File: src/rtl/alu_pkg.sv
// Shared encodings for the ALU issue stage: ALUCtrl codes, ALUOp classes, funct fields.
// Mul decode and the operand hold counter are enabled by defining ALU_MUL_EN.
package alu_pkg;

    typedef enum logic [2:0] {
        ALU_ADD  = 3'b000,
        ALU_AND  = 3'b001,
        ALU_SLL  = 3'b010,
        ALU_XOR  = 3'b011,
        ALU_SUB  = 3'b100,
        ALU_MUL  = 3'b101,
        ALU_SRAI = 3'b110,
        ALU_NONE = 3'b111
    } alu_ctrl_e;

    typedef enum logic [1:0] {
        OP_ITYPE  = 2'b00,
        OP_BRANCH = 2'b01,
        OP_RTYPE  = 2'b10,
        OP_RSVD   = 2'b11
    } alu_op_e;

    localparam logic [6:0] F7_BASE   = 7'b0000000;
    localparam logic [6:0] F7_ALT    = 7'b0100000;
    localparam logic [6:0] F7_MULDIV = 7'b0000001;

    localparam logic [2:0] F3_ADD = 3'b000;
    localparam logic [2:0] F3_SLL = 3'b001;
    localparam logic [2:0] F3_XOR = 3'b100;
    localparam logic [2:0] F3_SR  = 3'b101;
    localparam logic [2:0] F3_AND = 3'b111;

    // srai only uses the low five immediate bits as the shift amount
    function automatic logic [31:0] srai_shamt(input logic [31:0] imm);
        return {27'b0, imm[4:0]};
    endfunction

endpackage

File: src/rtl/alu_ctrl_dec.sv
// Combinational ALUOp/funct7/funct3 decoder producing ALUCtrl and operand-select flags.
// With ALU_MUL_EN undefined the mul encoding decodes as illegal and o_is_mul is absent.
module alu_ctrl_dec
    import alu_pkg::*;
(
    input  logic [1:0] i_alu_op,
    input  logic [6:0] i_funct7,
    input  logic [2:0] i_funct3,
    output alu_ctrl_e  o_ctrl,
    output logic       o_use_imm,
    output logic       o_srai_mask,
    output logic       o_illegal
`ifdef ALU_MUL_EN
    ,
    output logic       o_is_mul
`endif
);

    always_comb begin
        o_ctrl      = ALU_NONE;
        o_use_imm   = 1'b0;
        o_srai_mask = 1'b0;
`ifdef ALU_MUL_EN
        o_is_mul    = 1'b0;
`endif
        case (alu_op_e'(i_alu_op))
            OP_ITYPE: begin
                if (i_funct3 == F3_ADD) begin
                    o_ctrl    = ALU_ADD;
                    o_use_imm = 1'b1;
                end else if (i_funct3 == F3_SR && i_funct7 == F7_ALT) begin
                    o_ctrl      = ALU_SRAI;
                    o_use_imm   = 1'b1;
                    o_srai_mask = 1'b1;
                end
            end
            OP_BRANCH: o_ctrl = ALU_SUB;
            OP_RTYPE: begin
                case (i_funct7)
                    F7_BASE: begin
                        case (i_funct3)
                            F3_ADD:  o_ctrl = ALU_ADD;
                            F3_AND:  o_ctrl = ALU_AND;
                            F3_SLL:  o_ctrl = ALU_SLL;
                            F3_XOR:  o_ctrl = ALU_XOR;
                            default: o_ctrl = ALU_NONE;
                        endcase
                    end
                    F7_ALT: begin
                        if (i_funct3 == F3_ADD) o_ctrl = ALU_SUB;
                    end
`ifdef ALU_MUL_EN
                    F7_MULDIV: begin
                        if (i_funct3 == F3_ADD) begin
                            o_ctrl   = ALU_MUL;
                            o_is_mul = 1'b1;
                        end
                    end
`endif
                    default: o_ctrl = ALU_NONE;
                endcase
            end
            default: o_ctrl = ALU_NONE;
        endcase
    end

    assign o_illegal = (o_ctrl == ALU_NONE);

endmodule

File: src/rtl/alu_issue_stage.sv
// ALU issue stage: decode, operand select and a one-entry ID/EX register with valid/ready.
// Define ALU_MUL_EN to decode mul and hold its operands for MUL_LAT cycles.
module alu_issue_stage
    import alu_pkg::*;
#(
    parameter int unsigned MUL_LAT = 3
) (
    input  logic        clk_i,
    input  logic        rst_i,
    input  logic        in_valid_i,
    output logic        in_ready_o,
    input  logic [1:0]  ALUOp_i,
    input  logic [6:0]  funct7_i,
    input  logic [2:0]  funct3_i,
    input  logic [31:0] rs1_data_i,
    input  logic [31:0] rs2_data_i,
    input  logic [31:0] imm_i,
    input  logic        flush_i,
    input  logic        out_ready_i,
    output logic        out_valid_o,
    output logic [31:0] data1_o,
    output logic [31:0] data2_o,
    output logic [2:0]  ALUCtrl_o,
    output logic        illegal_o
);

    alu_ctrl_e   w_ctrl;
    logic        w_use_imm;
    logic        w_srai_mask;
    logic        w_illegal;
    logic [31:0] w_data2;
    logic        w_out_valid;
    logic        w_xfer;
    logic        w_cap;

    logic        r_full;
    logic [31:0] r_data1;
    logic [31:0] r_data2;
    alu_ctrl_e   r_ctrl;
    logic        r_illegal;

`ifdef ALU_MUL_EN
    localparam int unsigned LP_CNT_W = $clog2(MUL_LAT) + 1;
    logic                w_is_mul;
    logic [LP_CNT_W-1:0] r_cnt;
`endif

    alu_ctrl_dec u_dec (
        .i_alu_op    (ALUOp_i),
        .i_funct7    (funct7_i),
        .i_funct3    (funct3_i),
        .o_ctrl      (w_ctrl),
        .o_use_imm   (w_use_imm),
        .o_srai_mask (w_srai_mask),
        .o_illegal   (w_illegal)
`ifdef ALU_MUL_EN
        ,
        .o_is_mul    (w_is_mul)
`endif
    );

    always_comb begin
        w_data2 = rs2_data_i;
        if (w_use_imm) w_data2 = w_srai_mask ? srai_shamt(imm_i) : imm_i;
    end

    assign w_xfer     = w_out_valid && out_ready_i;
    assign in_ready_o = !r_full || w_xfer;
    // flush wins over a same-cycle capture, but does not gate in_ready_o
    assign w_cap      = in_valid_i && in_ready_o && !flush_i;

    always_ff @(posedge clk_i or negedge rst_i) begin
        if (!rst_i) begin
            r_full    <= 1'b0;
            r_data1   <= '0;
            r_data2   <= '0;
            r_ctrl    <= ALU_ADD;
            r_illegal <= 1'b0;
        end else if (flush_i) begin
            r_full <= 1'b0;
        end else if (w_cap) begin
            r_full    <= 1'b1;
            r_data1   <= rs1_data_i;
            r_data2   <= w_data2;
            r_ctrl    <= w_ctrl;
            r_illegal <= w_illegal;
        end else if (w_xfer) begin
            r_full <= 1'b0;
        end
    end

`ifdef ALU_MUL_EN
    always_ff @(posedge clk_i or negedge rst_i) begin
        if (!rst_i) begin
            r_cnt <= '0;
        end else if (flush_i) begin
            r_cnt <= '0;
        end else if (w_cap) begin
            r_cnt <= w_is_mul ? LP_CNT_W'(MUL_LAT - 1) : '0;
        end else if (r_cnt != '0) begin
            r_cnt <= r_cnt - LP_CNT_W'(1);
        end
    end

    assign w_out_valid = r_full && (r_cnt == '0);
`else
    // no hold counter; an out-of-range MUL_LAT blocks issue instead of misbehaving
    assign w_out_valid = r_full && (MUL_LAT >= 1);
`endif

    assign out_valid_o = w_out_valid;
    assign data1_o     = r_data1;
    assign data2_o     = r_data2;
    assign ALUCtrl_o   = r_ctrl;
    assign illegal_o   = r_illegal;

endmodule

File: config.mk
export PLATFORM = sky130hd
export DESIGN_NAME = alu_issue_stage
export DESIGN_NICKNAME = d
export VERILOG_FILES = /design/src/rtl/alu_pkg.sv /design/src/rtl/alu_ctrl_dec.sv /design/src/rtl/alu_issue_stage.sv
export SDC_FILE = /design/constraint.sdc
export NUM_CORES = 1
export LEC_CHECK = 0
export CORE_ASPECT_RATIO = 1.75
export CORE_MARGIN = 5
export CORE_UTILIZATION = 37
export DETAILED_ROUTE_END_ITERATION = 10
export PLACE_DENSITY = 0.8
export SYNTH_ARGS = -nofsm -noshare
export SYNTH_HDL_FRONTEND = slang
export SYNTH_SLANG_ARGS = --single-unit
File: constraint.sdc
create_clock -name clk_i -period 2 [get_ports clk_i]
set_input_delay 0.2 -clock clk_i [delete_from_list [all_inputs] [get_ports clk_i]]
set_output_delay 0.2 -clock clk_i [all_outputs]
set_load 0.02 [all_outputs]
==> results of run 1 <==
==> cells in the final DEF, fill, tap and decap left out, types with 2 or more instances in the layout <==
cell type                           n
sky130_fd_sc_hd__clkdlybuf4s50_1  181
sky130_fd_sc_hd__nand2_1          126
sky130_fd_sc_hd__dfrtp_1           69
sky130_fd_sc_hd__mux2i_1           27
sky130_fd_sc_hd__o21ai_1           25
sky130_fd_sc_hd__buf_4             14
sky130_fd_sc_hd__clkbuf_16          9
sky130_fd_sc_hd__nor2_1             8
sky130_fd_sc_hd__o21ai_0            8
sky130_fd_sc_hd__a21oi_1            7
sky130_fd_sc_hd__a31oi_1            6
sky130_fd_sc_hd__buf_12             5
sky130_fd_sc_hd__clkbuf_8           3
sky130_fd_sc_hd__nor2b_1            2
sky130_fd_sc_hd__inv_1              2
sky130_fd_sc_hd__nor3_1             2
sky130_fd_sc_hd__and3_1             2
sky130_fd_sc_hd__a32o_1             2
sky130_fd_sc_hd__mux2_2             2
==> layout make-up <==
type,instances,area [um2],area share [%]
Tap cell,90,113,2.09
Timing Repair Buffer,202,2030,37.7
Inverter,2,7.51,0.139
Clock buffer,13,270,5.01
Clock inverter,3,42.5,0.788
Multi-Input combinational cell,231,1200,22.3
Sequential cell,69,1730,32.0
==> final timing paths <==
check	start	to	slack, ns
setup / recovery	out_valid_o	in_ready_o	0.21
hold / removal	rst_i	data1_o[6]	0.35
setup reg to reg	out_valid_o	data2_o[29]	0.42
hold reg to reg	data1_o[10]	data1_o[10]	0.47
max in group asynchronous	rst_i	data1_o[14]	1.11
min in group clk_i	rs1_data_i[13]	data1_o[13]	0.40
==> metal layers <==
layer	routed length, um	track usage [%]	share of wire, %
met5	0	0	0
met4	180	6.69	1.8
met3	724	6.91	7.4
met2	5410	37.6	56
met1	3420	19.5	35
==> power groups by stage <==
stage                     combinational [W]  sequential (W)  clock [W]
after floorplan                    0.000245         0.00199          0
after global placement              0.00127         0.00172          0
after detailed placement            0.00130         0.00174          0
after CTS                           0.00130         0.00171    0.00165
after global routing                0.00137         0.00174    0.00171
final                               0.00128         0.00171    0.00161
==> per-stage QoR <==
| stage | setup slack, ns | hold slack, ns | power [W] |
|---|---|---|---|
| after global placement | -0.0722 | 0.153 | 0.00299 |
| after detailed placement | -0.113 | 0.158 | 0.00303 |
| after floorplan | 0.282 | -0.0956 | 0.00223 |
| after global routing | 0.163 | 0.374 | 0.00482 |
| final | 0.212 | 0.351 | 0.00460 |
| after CTS | 0.203 | 0.360 | 0.00466 |
==> sequential cells by signal, indices dropped and copies added, names as in the netlist <==
signal,count
data1_o,32
data2_o,32
ALUCtrl_o,3
illegal_o,1
out_valid_o,1
==> cells by family (layout without fill, tap and decap cells) <==
| family | Yosys count | count (layout) | synth area share (%) |
|---|---|---|---|
| buffers and inverters | 19 | 220 | 3.71 |
| AND/OR/NAND/NOR | 150 | 150 | 20.3 |
| AO/OA/AOI/OAI | 52 | 52 | 9.48 |
| multiplexers | 29 | 29 | 9.64 |
| flip-flops | 69 | 69 | 56.9 |
==> metrics.json, run 1 <==
{
  "achievable_clock_frequency": {"value": 0.559, "unit": "GHz"},
  "numPlacedInstances": {"value": 593},
  "crit_chain": {"value": "nor2b_1 -> inv_1 -> clkdlybuf4s50_1"},
  "netlist-cell-type-count": {"value": 33},
  "timing.critical_path.required": {"value": 1.80, "unit": "ns"},
  "final-setup-viol-count": {"value": 0},
  "worst-endpoint-arrival": {"value": 1.59, "unit": "ns"},
  "initial_core_util": {"value": 38.1, "unit": "%"},
  "cts_hold_repair_buffers": {"value": 1},
  "ys_warn_count": {"value": 0},
  "commonest_register_cell_after_synthesis": {"value": "sky130_fd_sc_hd__dfrtp_1"},
  "first_global_vias": {"value": 3192},
  "total_wire_length_after_detailed_routing": {"value": 9730, "unit": "um"},
  "drv_slew": {"value": 0},
  "filler_cell_count": {"value": 646},
  "syn-cell-area": {"value": 0.00304, "unit": "mm2"},
  "run_status": {"value": "complete, no violations"},
  "criticalPathCategory": {"value": "reg -> out"},
  "synth_top_cells_by_area": {"value": "sky130_fd_sc_hd__dfrtp_1, sky130_fd_sc_hd__nand2_1, sky130_fd_sc_hd__mux2i_1"},
  "critPathMaxFanout": {"value": 3},
  "async_reset_ff_share": {"value": 100, "unit": "%"},
  "most_frequently_used_cell_type_in_the_post_synthesis_netlist": {"value": "sky130_fd_sc_hd__nand2_1"},
  "avgViaCountPerCell": {"value": 4.91},
  "drt_drc_violations_left": {"value": 0},
  "pin_count_of_the_biggest_net_entering_global_routing": {"value": 50},
  "synth_top_area_cell": {"value": "sky130_fd_sc_hd__dfrtp_1"},
  "vias_after_detailed_routing": {"value": 2996},
  "synth_nets": {"value": 432},
  "timing.slew.headroom": {"value": 70.7, "unit": "%"},
  "critical_path_buf_inv_count": {"value": 2},
  "post-route-period-util": {"value": 89.4, "unit": "%"},
  "synth.top_cells.by_count": {"value": "sky130_fd_sc_hd__nand2_1, sky130_fd_sc_hd__dfrtp_1, sky130_fd_sc_hd__mux2i_1"},
  "port_buffers": {"value": 182},
  "cts_inserted_buffers": {"value": 9},
  "first_pass_iters": {"value": 6},
  "worstMarginPinSlew": {"value": 0.438, "unit": "ns"},
  "rows": {"value": 43},
  "postCtsResizedCells": {"value": 0},
  "nets": {"value": 628},
  "synth.ff_latch_count": {"value": 69},
  "max-cap-violations": {"value": 0},
  "area_delta_synth_final": {"value": 77.7, "unit": "%"},
  "post-synth-top-area-fraction": {"value": 56.9, "unit": "%"},
  "die_w": {"value": 78.5, "unit": "um"},
  "design.core.area": {"value": 0.00796, "unit": "mm2"},
  "cellInternalPower": {"value": 0.00335, "unit": "W"},
  "fraction_of_layout_cells_with_a_size_suffix_above_1": {"value": 7.88, "unit": "%"},
  "track_usage": {"value": 19.7, "unit": "%"},
  "clock_period_minus_worst_slack": {"value": 1.79, "unit": "ns"},
  "combinational_power_share": {"value": 27.8, "unit": "%"},
  "placedInstanceArea": {"value": 0.00507, "unit": "mm2"},
  "final-hold-violation-count": {"value": 0},
  "clkPwrFrac": {"value": 35.0, "unit": "%"},
  "tritoncts_num_sinks": {"value": 69},
  "final.setup.tns": {"value": 0, "unit": "ns"},
  "timing.critical_path.max_delay_family": {"value": "buffers and inverters"},
  "number_of_buffers_inserted_to_repair_setup_after_cts": {"value": 0},
  "path_depth": {"value": 3},
  "critPathLaunchType": {"value": "flop"},
  "drt-initial-drc-count": {"value": 157},
  "htreeDepth": {"value": 3},
  "power.ir.vdd_worst": {"value": 598, "unit": "uV"},
  "critical_path.max_stage_delay": {"value": 0.55, "unit": "ns"},
  "worstSetupEndpointType": {"value": "primary output"},
  "power_density": {"value": 853, "unit": "mW/mm2"},
  "postLayoutCellArea": {"value": 0.00540, "unit": "mm2"},
  "synth_edf_count": {"value": 0},
  "finClkSkew": {"value": 0.00404, "unit": "ns"},
  "cts.path.max_buffers": {"value": 2},
  "final_cells": {"value": 610},
  "cts.reportedPaths.clkPinSlew": {"value": 0.05, "unit": "ns"},
  "dieArea": {"value": 0.0102, "unit": "mm2"},
  "power_switching_share": {"value": 27.3, "unit": "%"},
  "grt_first_pass_wirelength": {"value": 15300, "unit": "um"},
  "reg2regPathDepth": {"value": 5},
  "gate_count_of_the_mapped_netlist": {"value": 319},
  "ioPinCount": {"value": 183},
  "yosysSeqAreaShare": {"value": 56.9, "unit": "%"},
  "hold_class": {"value": "in -> async"},
  "fin_util": {"value": 67.8, "unit": "%"},
  "route.antenna.remaining_nets": {"value": 0},
  "seqPwrFrac": {"value": 37.2, "unit": "%"},
  "gr-total-overflow": {"value": 0},
  "rsz0062_at_grt": {"value": "no"},
  "insertedDiodeCount": {"value": 0},
  "die-height": {"value": 130, "unit": "um"},
  "power.static_leakage": {"value": 2.56, "unit": "nW"},
  "ctsRootBufferMaster": {"value": "sky130_fd_sc_hd__clkbuf_16"},
  "cts_tree": {"value": "built"},
  "worst_skew_pair.late_latency": {"value": 0.32, "unit": "ns"},
  "timing.critical_path.slowest_stage_cell": {"value": "sky130_fd_sc_hd__clkdlybuf4s50_1"},
  "netSwitchingPower": {"value": 0.00126, "unit": "W"},
  "dp_hpwl": {"value": 7770, "unit": "um"},
  "place_congestion": {"value": 0.778},
  "antenna_found_initial": {"value": 0},
  "wire_per_inst": {"value": 16.0, "unit": "um"},
  "synthesized_area_divided_by_synthesized_cell_count": {"value": 9.52, "unit": "um2"}
}
Power figures use the tool's default switching activity.
==> inputs of run 2 (changes only) <==
--- a/config.mk
+++ b/config.mk
@@ -9,7 +9,7 @@
 export CORE_MARGIN = 5
 export CORE_UTILIZATION = 37
 export DETAILED_ROUTE_END_ITERATION = 10
-export PLACE_DENSITY = 0.8
+export PLACE_DENSITY = 0.88
 export SYNTH_ARGS = -nofsm -noshare
 export SYNTH_HDL_FRONTEND = slang
 export SYNTH_SLANG_ARGS = --single-unit
==> run 2 against run 1 <==
  * Core utilization grew 0.68 points
  * Total power rose by 5.8%
  * Global-route usage grew 0.99 points
  * Clock power up 16%
  * Count of clock-buffer cells in the layout decreased by 2
  * Design area rose by 1.0%
  * Critical path type is now in -> reg
  * Combinational power about the same
  * Sequential share of layout area is 0.32 points lower
  * Largest cell class unchanged
  * Fmax fell by 0.30%
==> metrics.json, run 2 (synthesis gave the netlist of run 1 again) <==
{
  "number_of_buffers_inserted_to_repair_setup_after_cts": {"value": 0, "change": "unchanged"},
  "drt_drc_violations_left": {"value": 0, "change": "unchanged"},
  "worst-endpoint-arrival": {"value": 2.00, "unit": "ns", "change": "+0.41 ns"},
  "dieArea": {"value": 0.0102, "unit": "mm2", "change": "unchanged"},
  "finClkSkew": {"value": 0.00366, "unit": "ns", "change": "-0.000385 ns"},
  "footprint_of_the_multi_input_gates": {"value": 0.00120, "unit": "mm2", "change": "unchanged"},
  "criticalPathCategory": {"value": "in -> reg"},
  "first_pass_iters": {"value": 4, "change": "-2"},
  "timing.slew.headroom": {"value": 65.4, "unit": "%", "change": "-5.3 points"},
  "post-route-period-util": {"value": 89.7, "unit": "%", "change": "+0.27 points"},
  "fraction_of_layout_cells_with_a_size_suffix_above_1": {"value": 8.25, "unit": "%", "change": "+0.37 points"},
  "filler_cell_count": {"value": 612, "change": "-5.3%"},
  "antenna_found_initial": {"value": 0, "change": "unchanged"},
  "critical_path.max_stage_delay": {"value": 0.50, "unit": "ns", "change": "-0.05 ns"},
  "ctsRootBufferMaster": {"value": "sky130_fd_sc_hd__clkbuf_16"},
  "clock_period_minus_worst_slack": {"value": 1.79, "unit": "ns", "change": "+0.00540 ns"},
  "power.static_leakage": {"value": 2.59, "unit": "nW", "change": "+1.1%"},
  "grt_first_pass_wirelength": {"value": 16400, "unit": "um", "change": "+6.8%"},
  "seqCellArea": {"value": 0.00173, "unit": "mm2", "change": "unchanged"},
  "drv_slew": {"value": 0, "change": "unchanged"},
  "htreeDepth": {"value": 3, "change": "unchanged"},
  "cts_inserted_buffers": {"value": 9, "change": "unchanged"},
  "power_density": {"value": 894, "unit": "mW/mm2", "change": "+4.7%"},
  "initial_core_util": {"value": 38.1, "unit": "%", "change": "unchanged"},
  "wire_per_inst": {"value": 16.6, "unit": "um", "change": "+3.9%"},
  "final-setup-viol-count": {"value": 0, "change": "unchanged"},
  "design.core.area": {"value": 0.00796, "unit": "mm2", "change": "unchanged"},
  "critPathLaunchType": {"value": "primary input"},
  "reg2regPathDepth": {"value": 5, "change": "unchanged"},
  "gr-total-overflow": {"value": 0, "change": "unchanged"},
  "ioPinCount": {"value": 183, "change": "unchanged"},
  "final_cells": {"value": 611, "change": "+0.16%"},
  "power.ir.vdd_worst": {"value": 616, "unit": "uV", "change": "+2.9%"},
  "combinational_power_share": {"value": 26.5, "unit": "%", "change": "-1.3 points"},
  "rows": {"value": 43, "change": "unchanged"},
  "critPathMaxFanout": {"value": 24, "change": "+21"},
  "timing.critical_path.max_delay_family": {"value": "simple AND/OR/NAND/NOR gates"},
  "holdWs": {"value": 0.393, "unit": "ns", "change": "+0.0422 ns"},
  "worstSetupEndpointType": {"value": "flop"},
  "avgViaCountPerCell": {"value": 5.06, "change": "+3.0%"},
  "rsz0062_at_grt": {"value": "no"},
  "worst_skew_pair.late_latency": {"value": 0.33, "unit": "ns", "change": "about the same"},
  "cts.reportedPaths.clkPinSlew": {"value": 0.06, "unit": "ns", "change": "about the same"},
  "timing.critical_path.slowest_stage_cell": {"value": "sky130_fd_sc_hd__or3_2"},
  "insertedDiodeCount": {"value": 0, "change": "unchanged"},
  "pin_count_of_the_biggest_net_entering_global_routing": {"value": 37, "change": "-26%"},
  "numPlacedInstances": {"value": 594, "change": "+0.17%"},
  "port_buffers": {"value": 182, "change": "unchanged"},
  "seqPwrFrac": {"value": 35.3, "unit": "%", "change": "-1.9 points"},
  "final_common_cell": {"value": "sky130_fd_sc_hd__clkdlybuf4s50_1"},
  "worstMarginPinSlew": {"value": 0.519, "unit": "ns", "change": "+0.0809 ns"},
  "timing.critical_path.required": {"value": 2.21, "unit": "ns", "change": "+0.41 ns"},
  "max-cap-violations": {"value": 0, "change": "unchanged"},
  "area_delta_synth_final": {"value": 79.4, "unit": "%"},
  "tritoncts_num_sinks": {"value": 69, "change": "unchanged"},
  "place_congestion": {"value": 0.791, "change": "+1.7%"},
  "crit_chain": {"value": "clkdlybuf4s50_1 -> or3_4 -> or3_2 -> buf_12 -> mux2i_1 -> o21ai_1"},
  "hold_class": {"value": "in -> async"},
  "first_global_vias": {"value": 3363, "change": "+5.4%"},
  "total_wire_length_after_detailed_routing": {"value": 10100, "unit": "um", "change": "+4.1%"},
  "cts_tree": {"value": "built"},
  "run_status": {"value": "complete, no violations"},
  "final_cell_mix": {"value": "sky130_fd_sc_hd__clkdlybuf4s50_1, sky130_fd_sc_hd__nand2_1, sky130_fd_sc_hd__dfrtp_1"},
  "critical_path_buf_inv_count": {"value": 2, "change": "unchanged"},
  "dp_hpwl": {"value": 7880, "unit": "um", "change": "+1.5%"},
  "netSwitchingPower": {"value": 0.00130, "unit": "W", "change": "+3.4%"},
  "route.antenna.remaining_nets": {"value": 0, "change": "unchanged"},
  "track_usage": {"value": 20.7, "unit": "%", "change": "+0.99 points"},
  "totalPowerFinal": {"value": 0.00487, "unit": "W", "change": "+5.8%"},
  "power_switching_share": {"value": 26.7, "unit": "%", "change": "-0.61 points"},
  "die-height": {"value": 130, "unit": "um", "change": "unchanged"},
  "die_w": {"value": 78.5, "unit": "um", "change": "unchanged"},
  "clkPwrFrac": {"value": 38.2, "unit": "%", "change": "+3.2 points"},
  "drt-initial-drc-count": {"value": 131, "change": "-17%"},
  "vias_after_detailed_routing": {"value": 3092, "change": "+3.2%"},
  "cellInternalPower": {"value": 0.00357, "unit": "W", "change": "+6.7%"},
  "final-hold-violation-count": {"value": 0, "change": "unchanged"},
  "postCtsResizedCells": {"value": 0, "change": "unchanged"},
  "path_depth": {"value": 6, "change": "+3"},
  "nets": {"value": 629, "change": "+0.16%"},
  "cts.path.max_buffers": {"value": 2, "change": "unchanged"},
  "achievable_clock_frequency": {"value": 0.558, "unit": "GHz", "change": "-0.30%"}
}
-- run 2: per-layer routing --
layer | track usage, % | wire length [um] | up-vias
li1 | - | - | 1458
met1 | 21.3 | 3560 | 1460
met2 | 39.5 | 5590 | 151
met3 | 4.49 | 677 | 23
met4 | 9.17 | 304 | 0
met5 | 0 | 0 | -
-- run 2: worst paths after layout --
path / start / end / slack, ns
setup / recovery: funct3_i[2] / data2_o[22] / 0.21
hold / removal: rst_i / data1_o[0] / 0.39
setup reg to reg: out_valid_o / data2_o[22] / 0.42
hold reg to reg: data1_o[7] / data1_o[7] / 0.47
max in group asynchronous: rst_i / data1_o[21] / 1.04
min in group clk_i: rs1_data_i[7] / data1_o[7] / 0.41
-- run 2: repair_timing --
item                                    4_1_cts  5_1_grt
endpoints found under the setup margin        0        0
hold buffers                                  1        0
endpoints found under the hold margin        19        0
-- run 2: per-stage QoR --
step                      utilization, %  setup TNS, ns  area (um2)  setup slack, ns
after floorplan                        -              0        3040            0.282
final                               68.4              0        5450            0.207
after detailed placement            63.8          -3.31        5080           -0.129
after CTS                           68.4              0        5450            0.195
after global routing                68.4              0        5450            0.108
after global placement              63.8          -1.80        5080          -0.0695
-- run 2: cell type report --
type	count	share of cell area (%)
clock buffers	11	4.64
repair buffers	203	37.4
well taps	90	2.07
inverters	2	0.138
multi-input cells	231	22.1
flip-flops and latches	69	31.7
clock inverters	5	1.95
-- run 2: worst reg2reg max path, delay by kind of cell, from the launching register on --
kind	cells	cell delay, ns
compound gates	1	0.18
buf+inv	1	0.20
simple gates	3	0.75
flops	1	0.38
-- run 2: power by group through the flow --
stage	clock network, W	logic (W)	registers (W)
final	0.00186	0.00129	0.00172
after global routing	0.00196	0.00138	0.00175
after CTS	0.00191	0.00131	0.00172
after detailed placement	0	0.00130	0.00174
after global placement	0	0.00126	0.00173
after floorplan	0	0.000245	0.00199
